===== config.mk =====
export PLATFORM = sky130hd
export DESIGN_NAME = uart_rx
export DESIGN_NICKNAME = d
export VERILOG_FILES = /design/src/rtl/uart_pkg.sv /design/src/rtl/uart_rx_sync.sv /design/src/rtl/uart_rx.sv
export SDC_FILE = /design/constraint.sdc
export NUM_CORES = 1
export LEC_CHECK = 0
export ABC_AREA = 1
export ABC_CLOCK_PERIOD_IN_PS = 1900
export BUFFER_PORTS_ARGS = -buffer_cell sky130_fd_sc_hd__buf_2
export CORE_ASPECT_RATIO = 0.7
export CORE_MARGIN = 2
export CORE_UTILIZATION = 34
export CTS_BUF_LIST = sky130_fd_sc_hd__clkbuf_4 sky130_fd_sc_hd__clkbuf_8
export DETAILED_ROUTE_END_ITERATION = 8
export PLACE_DENSITY_LB_ADDON = 0.25
export SLEW_MARGIN = 20
export SYNTH_ARGS = -nofsm -noshare
export SYNTH_HDL_FRONTEND = slang
export SYNTH_SLANG_ARGS = --single-unit

===== constraint.sdc =====
create_clock -name clk -period 1.9 [get_ports clk]
set_input_delay 0 -clock clk [delete_from_list [all_inputs] [get_ports clk]]
set_output_delay 0 -clock clk [all_outputs]
set_load 0.05 [all_outputs]

===== src/rtl/uart_pkg.sv =====
// Shared UART definitions used by both the receiver and the transmitter:
// the framing width, the receiver state encoding and the bit-timing helper.
package uart_pkg;

  // Payload width of one 8N1 character.
  localparam int DATA_W = 8;

  // Receiver control states.
  typedef enum logic [2:0] {
    IDLE  = 3'd0,
    START = 3'd1,
    DATA  = 3'd2,
    STOP  = 3'd3,
    BREAK = 3'd4
  } uart_state_e;

  // Number of system clocks in one bit period.
  function automatic int clks_per_bit(input int clk_freq, input int baud);
    return clk_freq / baud;
  endfunction

endpackage


===== src/rtl/uart_rx_sync.sv =====
// N-flop synchronizer for an asynchronous input. Every flop resets to 1 so
// an idle-high serial line never looks like a start bit while in reset.
module uart_rx_sync #(
  parameter int STAGES = 2
) (
  input  logic clk,
  input  logic rst,
  input  logic d,
  output logic q
);

  generate
    if (STAGES < 2) begin : g_bad_stages
      $error("uart_rx_sync: STAGES must be at least 2");
    end
  endgenerate

  logic [STAGES-1:0] sync_p0;

  // Shift the raw input through the flop chain; the oldest bit is the output.
  always_ff @(posedge clk) begin
    if (rst) begin
      sync_p0 <= '1;
    end else begin
      sync_p0 <= {sync_p0[STAGES-2:0], d};
    end
  end

  assign q = sync_p0[STAGES-1];

endmodule


===== src/rtl/uart_rx.sv =====
// 8N1 UART receiver: 1 start bit, 8 data bits LSB first, 1 stop bit.
// Delivers each good byte with a one-cycle rx_valid strobe and flags a low
// stop bit with a one-cycle frame_err strobe.
//
// Optional build macro UART_RX_MAJORITY_EN: every sample point becomes a
// 2-of-3 vote over the synchronized line taken at mid-1, mid and mid+1. The
// decision is made at mid+1, so all sample points and strobes move one cycle
// later and a single-cycle glitch at a sample point is rejected. Without the
// macro a single sample is taken at mid-bit and no extra flops exist.
module uart_rx
  import uart_pkg::*;
#(
  parameter int CLK_FREQ = 25_000_000,
  parameter int BAUD     = 115200
) (
  input  logic              clk,
  input  logic              rst,
  input  logic              rx_in,
  output logic [DATA_W-1:0] rx_data,
  output logic              rx_valid,
  output logic              frame_err,
  output logic              rx_busy
);

  localparam int CLKS_PER_BIT = clks_per_bit(CLK_FREQ, BAUD);
  localparam int HALF_BIT     = CLKS_PER_BIT / 2;

  generate
    if (CLKS_PER_BIT < 4 || CLKS_PER_BIT > 65535) begin : g_bad_cfg
      $error("uart_rx: CLK_FREQ/BAUD must lie in 4..65535");
    end
  endgenerate

  // Count value at which a full bit period has elapsed since the last decision.
  localparam logic [15:0] BIT_LAST = 16'(CLKS_PER_BIT - 1);

  // Synchronized serial line; every decision below looks only at this.
  logic rx_s;

  uart_rx_sync #(
    .STAGES (2)
  ) u_sync (
    .clk (clk),
    .rst (rst),
    .d   (rx_in),
    .q   (rx_s)
  );

`ifdef UART_RX_MAJORITY_EN
  // The start check decides one cycle after mid-bit so the vote can include
  // the sample after mid. Later bit periods are counted from that decision,
  // so they stay aligned to mid+1 without further adjustment.
  localparam logic [15:0] START_LAST = 16'(HALF_BIT);

  // 2-of-3 vote.
  function automatic logic majority3(input logic a, input logic b, input logic c);
    return (a & b) | (a & c) | (b & c);
  endfunction

  // Two previous line samples (mid-1 and mid when the decision is at mid+1).
  logic [1:0] hist_p1;

  // Keep the last two synchronized samples for the vote.
  always_ff @(posedge clk) begin
    hist_p1 <= {hist_p1[0], rx_s};
  end

  logic sample;
  assign sample = majority3(hist_p1[1], hist_p1[0], rx_s);
`else
  localparam logic [15:0] START_LAST = 16'(HALF_BIT - 1);

  logic sample;
  assign sample = rx_s;
`endif

  uart_state_e       state_q;
  uart_state_e       state_d;
  logic [15:0]       clk_count;
  logic [2:0]        bit_index;
  logic [DATA_W-1:0] shift;
  logic              tick;
  logic              valid_d;
  logic              err_d;

  // A sample point is reached when the bit-period counter hits its limit.
  always_comb begin
    tick = 1'b0;
    case (state_q)
      START:       tick = (clk_count == START_LAST);
      DATA, STOP:  tick = (clk_count == BIT_LAST);
      default:     tick = 1'b0;
    endcase
  end

  // State register.
  always_ff @(posedge clk) begin
    if (rst) begin
      state_q <= IDLE;
    end else begin
      state_q <= state_d;
    end
  end

  // Next-state logic: frame sequencing and false-start / break handling.
  always_comb begin
    state_d = state_q;
    case (state_q)
      IDLE:  if (!rx_s) state_d = START;
      START: if (tick) state_d = sample ? IDLE : DATA;
      DATA:  if (tick && bit_index == 3'd7) state_d = STOP;
      // Leaving at mid-stop lets an immediately following start bit be caught.
      STOP:  if (tick) state_d = sample ? IDLE : BREAK;
      // A held-low line must go high before a new start can be detected.
      BREAK: if (rx_s) state_d = IDLE;
      default: state_d = IDLE;
    endcase
  end

  // Output decode: strobe requests at the stop-bit sample and the busy flag.
  always_comb begin
    valid_d = 1'b0;
    err_d   = 1'b0;
    if (state_q == STOP && tick) begin
      valid_d = sample;
      err_d   = ~sample;
    end
    rx_busy = (state_q != IDLE);
  end

  // Bit-period counter: held at zero while waiting, restarted at every decision.
  always_ff @(posedge clk) begin
    if (rst) begin
      clk_count <= '0;
    end else if (state_q == IDLE || state_q == BREAK || tick) begin
      clk_count <= '0;
    end else begin
      clk_count <= clk_count + 16'd1;
    end
  end

  // Data bit index: advances on each data sample, cleared outside DATA.
  always_ff @(posedge clk) begin
    if (rst) begin
      bit_index <= '0;
    end else if (state_q != DATA) begin
      bit_index <= '0;
    end else if (tick) begin
      bit_index <= bit_index + 3'd1;
    end
  end

  // Shift register: LSB arrives first, so each new bit enters at the MSB.
  always_ff @(posedge clk) begin
    if (state_q == DATA && tick) begin
      shift <= {sample, shift[DATA_W-1:1]};
    end
  end

  // Registered outputs: byte capture and the two mutually exclusive strobes.
  always_ff @(posedge clk) begin
    if (rst) begin
      rx_data   <= '0;
      rx_valid  <= 1'b0;
      frame_err <= 1'b0;
    end else begin
      rx_valid  <= valid_d;
      frame_err <= err_d;
      if (valid_d) begin
        rx_data <= shift;
      end
    end
  end

endmodule


# --- Word-level counts from Yosys, hierarchy flattened ---
# Cells that the tools add are included.
totals:
  register_bits: 42
  input_bits: 3
  output_inout_bits: 11
classes:
  add_sub_neg: 2
  eq_ne: 13
  n_mux: 10
  n_bitwise: 2
  reduce_logical: 12
ops:
  columns: ["op", "count"]
  rows:
  - ["$mux 3", 6]
  - ["$add 16x1->16 const B", 1]
  - ["$eq 16x7->1 const B", 1]
  - ["$eq 16x8->1 const B", 1]
  - ["$pmux 3 s5", 1]
  - ["$ne 2x2->1 const B", 4]
  - ["$reduce_or 2->1", 4]
  - ["$eq 3x2->1 const B", 2]
  - ["$eq 3x3->1 const B", 2]
  - ["$reduce_and 5->1", 1]
  - ["$add 3x1->3 const B", 1]
  - ["$eq 3x1->1 const B", 1]
  - ["$logic_and 1x1->1", 3]
  - ["$logic_not 3->1", 1]
  - ["$ne 3x2->1 const B", 1]
  - ["$reduce_bool 3->1", 1]
  - ["$logic_or 1x1->1", 2]
  - ["$mux 2", 1]
  - ["$ne 2x1->1 const B", 1]
  - ["$not 1->1", 2]
  - ["$pmux 1 s2", 1]
  - ["$mux 1", 1]

# --- Depth between registers and ports, before layout ---
logic_depth:
  depth_word: 6
  ltp_mapped: 12
  mapped_depth_nobuf: 11

# --- By module ---
# A second synthesis with hierarchy kept.
hier_totals:
  hier_cells: 221
  hier_area_um2: 1784.2
by_module_without_submodules:
  columns: ["mod", "n_inst", "cells_each", "area_each_um2", "seq_area_each_um2"]
  rows:
  - ["uart_rx", 1, 214, 1725.4, 880.8]
  - ["uart_rx_sync", 1, 7, 58.8, 40.0]

# --- Worst setup path after synthesis ---
# No wires, ideal clock.
synth_path:
  path_type: "register -> register"
  startpoint: "reg state_q[2]"
  endpoint: "reg shift[0] (enable)"
  setup_time_ps: 370
  t_arrival_ps: 1333
  t_required_ps: 1530
  slack_ps: 196
  path_stages_with_launch: 8
  n_path_buf: 2
  cell_sequence: "dfxtp_1 > buf_6 > inv_2 > nand3_1 > o21ai_2 > nand3_2 > buf_4 > nor2_1"
synth_between:
  elab_chain_len: 4
  word_cells_on_any_way: 6
  classes_between: "eq/ne (3); mux (1); reduce/logical (2)"
synth_lines:
  columns: ["element", "line", "source"]
  rows:
  - ["start: declaration", "uart_rx.sv:77", "uart_state_e state_q;"]
  - ["start signal: assignment", "uart_rx.sv:101", "state_q <= state_d;"]
  - ["$eq 3x2->1, on equally long branches", "uart_rx.sv:89, uart_rx.sv:155", null]
  - ["$reduce_or 2->1", "uart_rx.sv:89", "case (state_q)"]
  - ["$pmux 1 s2", "uart_rx.sv:89", null]
  - ["$logic_and 1x1->1 *", "uart_rx.sv:155", "if (state_q == DATA && tick) begin"]
  - ["end signal: assignment", "uart_rx.sv:156", "shift <= {sample, shift[DATA_W-1:1]};"]
  - ["end: declaration", "uart_rx.sv:81", "logic [DATA_W-1:0] shift;"]
# Every way passes the cells marked *; elsewhere a longest branch is shown, timed or not.
# A chain may end at the register's enable or synchronous reset.

# --- Final worst setup path ---
layout_path:
  startpoint: "reg state_q[2]"
  endpoint: "reg clk_count[5]"
layout_between:
  elab_chain_len: 5
  word_cells_on_any_way: 10
  classes_between: "eq/ne (4); mux (1); reduce/logical (5)"
layout_lines:
  columns: ["element", "line", "source"]
  rows:
  - ["$eq 3x2->1", "uart_rx.sv:89", null]
  - ["$reduce_or 2->1", "uart_rx.sv:89", null]
  - ["$pmux 1 s2", "uart_rx.sv:89", null]
  - ["$logic_or 1x1->1 *", "uart_rx.sv:135", "end else if (state_q == IDLE || state_q == BREAK || tick) begin"]
  - ["$reduce_or 2->1 (no source line) *", null, null]
  - ["end signal: assignment", "uart_rx.sv:138", "clk_count <= clk_count + 16'd1;"]
  - ["end: declaration", "uart_rx.sv:79", "logic [15:0] clk_count;"]
# Marks and branches as above.

==> load_flow_metrics.sql <==
INSERT INTO impl_metrics (metric_group, metric, value, unit) VALUES
('layout', 'commonest_non_fill_non_tap_cell_in_the_layout', 'nand2_1', ''),
('synthesis', 'synth_edf_count', '8', ''),
('routing', 'count_of_tritonroute_iterations_in_the_first_routing_pass', '4', ''),
('synthesis', 'synth.ff_latch_count', '42', ''),
('sta', 'worst_clock_skew', '0.0135', 'ns'),
('global_route', 'grt_pass1_vias', '1315', ''),
('sta', 'hold_viol', '0', ''),
('routing', 'finalWirelength', '3280', 'um'),
('clocking', 'tritoncts.num_buffers', '5', ''),
('worst_setup_path', 'regToRegStartpoint', 'state_q[2]', ''),
('worst_setup_path', 'crit_required', '2.09', 'ns'),
('place', 'io_buffer_count', '13', ''),
('global_route', 'global_route.overflow_total', '0', ''),
('routing', 'avgViaCountPerCell', '4.38', ''),
('run', 'maxCapViolCount', '0', ''),
('sta', 'rsz_0062_raised_after_global_routing', 'no', ''),
('global_route', 'track_usage', '12.0', '%'),
('routing', 'wire_per_inst', '10.1', 'um'),
('sta', 'min_period_over_period', '88.8', '%'),
('die', 'fp-row-count', '22', ''),
('synthesis', 'synth_simple_gate_area_share', '31.0', '%'),
('sta', 'totalNegativeSetupSlack', '0', 'ns'),
('routing', 'final_ant_viol_nets', '0', ''),
('global_route', 'pin_count_of_the_biggest_net_entering_global_routing', '17', ''),
('die', 'floorplan.die_area', '6070', 'sq um'),
('worst_setup_path', 'worstSetupEndpointType', 'register', ''),
('die', 'dieWidth', '92.3', 'um'),
('synthesis', 'synthArstFlopShare', '0', '%'),
('clocking', 'max-clock-path-buffers', '2', ''),
('min_path', 'hold-path-cell-count', '1', ''),
('routing', 'first_iter_violations', '73', ''),
('synthesis', 'post_synth_instance_area', '1850', 'sq um'),
('global_route', 'grt_pass1_wl', '5740', 'um'),
('sta', 'setup_violations', '0', ''),
('clocking', 'cts-resized-gates', '0', ''),
('layout', 'finish.cell_count_without_fillers', '323', ''),
('worst_setup_path', 'reg2reg_end', 'clk_count[5]', ''),
('min_path', 'hold-path-endpoint', 'u_sync.sync_p0[1]', ''),
('layout', 'num-nets-final', '256', ''),
('pwr', 'p_per_area', '987', 'nW/um^2'),
('min_path', 'hold_path.startpoint', 'u_sync.sync_p0[0]', ''),
('synthesis', 'synth_seq_area_share', '49.7', '%'),
('synthesis', 'synthAdderAreaFrac', '2.02', '%'),
('synthesis', 'synthesis.instances', '232', ''),
('pwr', 'peakVddDrop', '0.471', 'mV'),
('layout', 'num_antenna_cells', '0', ''),
('global_route', 'grt_antenna_before_repair', '0', ''),
('routing', 'vias', '1414', ''),
('sta', 'fmax', '592', 'MHz'),
('die', 'fp.coreArea', '5260', 'sq um'),
('worst_setup_path', 'worst-r2r-cell-count', '6', ''),
('clocking', 'tritoncts', 'yes', ''),
('layout', 'layout.cells.most_common_list', 'nand2_1, nor2_1, dfxtp_1, inv_1, buf_2', ''),
('run_status', 'outcome', 'finished clean', ''),
('place', 'globalplace.congestion', '0.857', ''),
('sta', 'worst_slew_margin_rel', '76.8', '%'),
('layout', 'flow.area_growth_from_synthesis', '14.8', '%'),
('sta', 'final_max_slew_viol_count', '0', ''),
('synthesis', 'syn_area_per_cell', '7.99', 'sq um'),
('layout', 'post_route_cells_drive_above_1_share', '14.7', '%'),
('clocking', 'clock_tree.root_cell', 'clkbuf_8', ''),
('synthesis', 'synth-compound-area-share', '6.75', '%'),
('worst_setup_path', 'timing.setup.critical_path_class', 'register to register', ''),
('die', 'initial_utilization', '35.3', '%'),
('synthesis', 'synthMuxAreaShare', '0', '%'),
('worst_setup_path', 'critical_path_arrival', '1.88', 'ns'),
('place', 'dp_cells', '313', ''),
('worst_setup_path', 'crit_path_start_kind', 'register', ''),
('routing', 'route.detailed.drc', '0', ''),
('clocking', 'clk_pin_slew', '0.08', 'ns'),
('worst_setup_path', 'setup.reg_to_reg.worst_slack', '0.21', 'ns');
-- sequential cells by signal (all words and copies together), names as in the netlist --
name and cells:
bit_index 3, clk_count 16, frame_err 1, rx_data 8, rx_valid 1, shift 8, state_q 3, u_sync.sync_p0 2
-- critical path, cell delays in order, from the launching register on --
cell,delay (ns)
dfxtp_1,0.50
nor2_1,0.13
nand3_1,0.08
nand2_1,0.08
nand3_2,0.19
nand3_2,0.32
a211oi_1,0.28
-- area by class of cell --
type / count / area (sq um)
Tap cell: 72 / 90.1
Multi-Input combinational cell: 151 / 764
Sequential cell: 42 / 921
Fill cell: 535 / 3130
Clock inverter: 3 / 63.8
Timing Repair Buffer: 16 / 92.6
Inverter: 34 / 128
Clock buffer: 5 / 68.8
-- cell families (layout without fill, tap and decap cells) --
logic type               Yosys count  after routing
XOR/XNOR                           3              3
AND/OR/NAND/NOR                  122            122
adder cells (fa/ha/maj)            3              3
AO/OA/AOI/OAI                     23             23
buffers and inverters             39             58
flip-flops                        42             42
-- worst max-delay path by stage --
stage / end / cells after the start / slack, ns / startpoint
after detailed placement: clk_count[5] / 6 / 0.23 / state_q[2]
after CTS: clk_count[5] / 6 / 0.20 / state_q[2]
after global routing: clk_count[6] / 6 / 0.02 / state_q[2]
after global placement: clk_count[14] / 8 / 0.18 / clk_count[3]
after floorplan: shift[0] / 7 / 0.20 / state_q[2]
final: clk_count[5] / 6 / 0.21 / state_q[2]
-- cells in the mapped netlist, types with 3 or more instances --
library cell | instances | share of area, %
ha_1 | 3 | 2.0
a21oi_1 | 12 | 3.2
dfxtp_1 | 34 | 37
edfxtp_1 | 8 | 13
nand2_1 | 44 | 8.9
inv_2 | 4 | 0.81
nand3_1 | 10 | 2.7
nor2_1 | 39 | 7.9
nor3_1 | 5 | 1.3
nand3_2 | 3 | 1.6
nand4_1 | 7 | 2.4
inv_1 | 29 | 5.9
o21ai_0 | 6 | 1.6
nor2_2 | 3 | 1.0
-- metrics by stage --
step	util (%)	total power, mW	setup WS (ns)	cell area, sq um	hold slack (ns)
4_1_cts	40.5	2.12	0.197	2130	0.408
6_report	40.5	2.10	0.212	2130	0.417
2_1_floorplan	-	1.26	0.196	1850	0.104
3_5_place_dp	37.6	1.30	0.230	1980	0.188
5_1_grt	40.5	2.20	0.0199	2130	0.427
3_3_place_gp	37.6	1.30	0.185	1980	0.188
-- power by group --
| group | internal (mW) | switching, mW | total, mW |
|---|---|---|---|
| Clock | 0.520 | 0.299 | 0.819 |
| Sequential | 0.934 | 0.0481 | 0.982 |
| Combinational | 0.0835 | 0.216 | 0.299 |
| Total | 1.54 | 0.563 | 2.10 |
-- routing by layer --
layer / routed length [um] / global-route usage [%] / vias up
li1: - / - / 774
met4: 28 / 5.04 / 0
met1: 1860 / 17.2 / 620
met3: 123 / 3.76 / 4
met2: 1270 / 16.6 / 16
met5: 0 / 0 / -
Note: power is estimated with default switching activity, not from simulation.
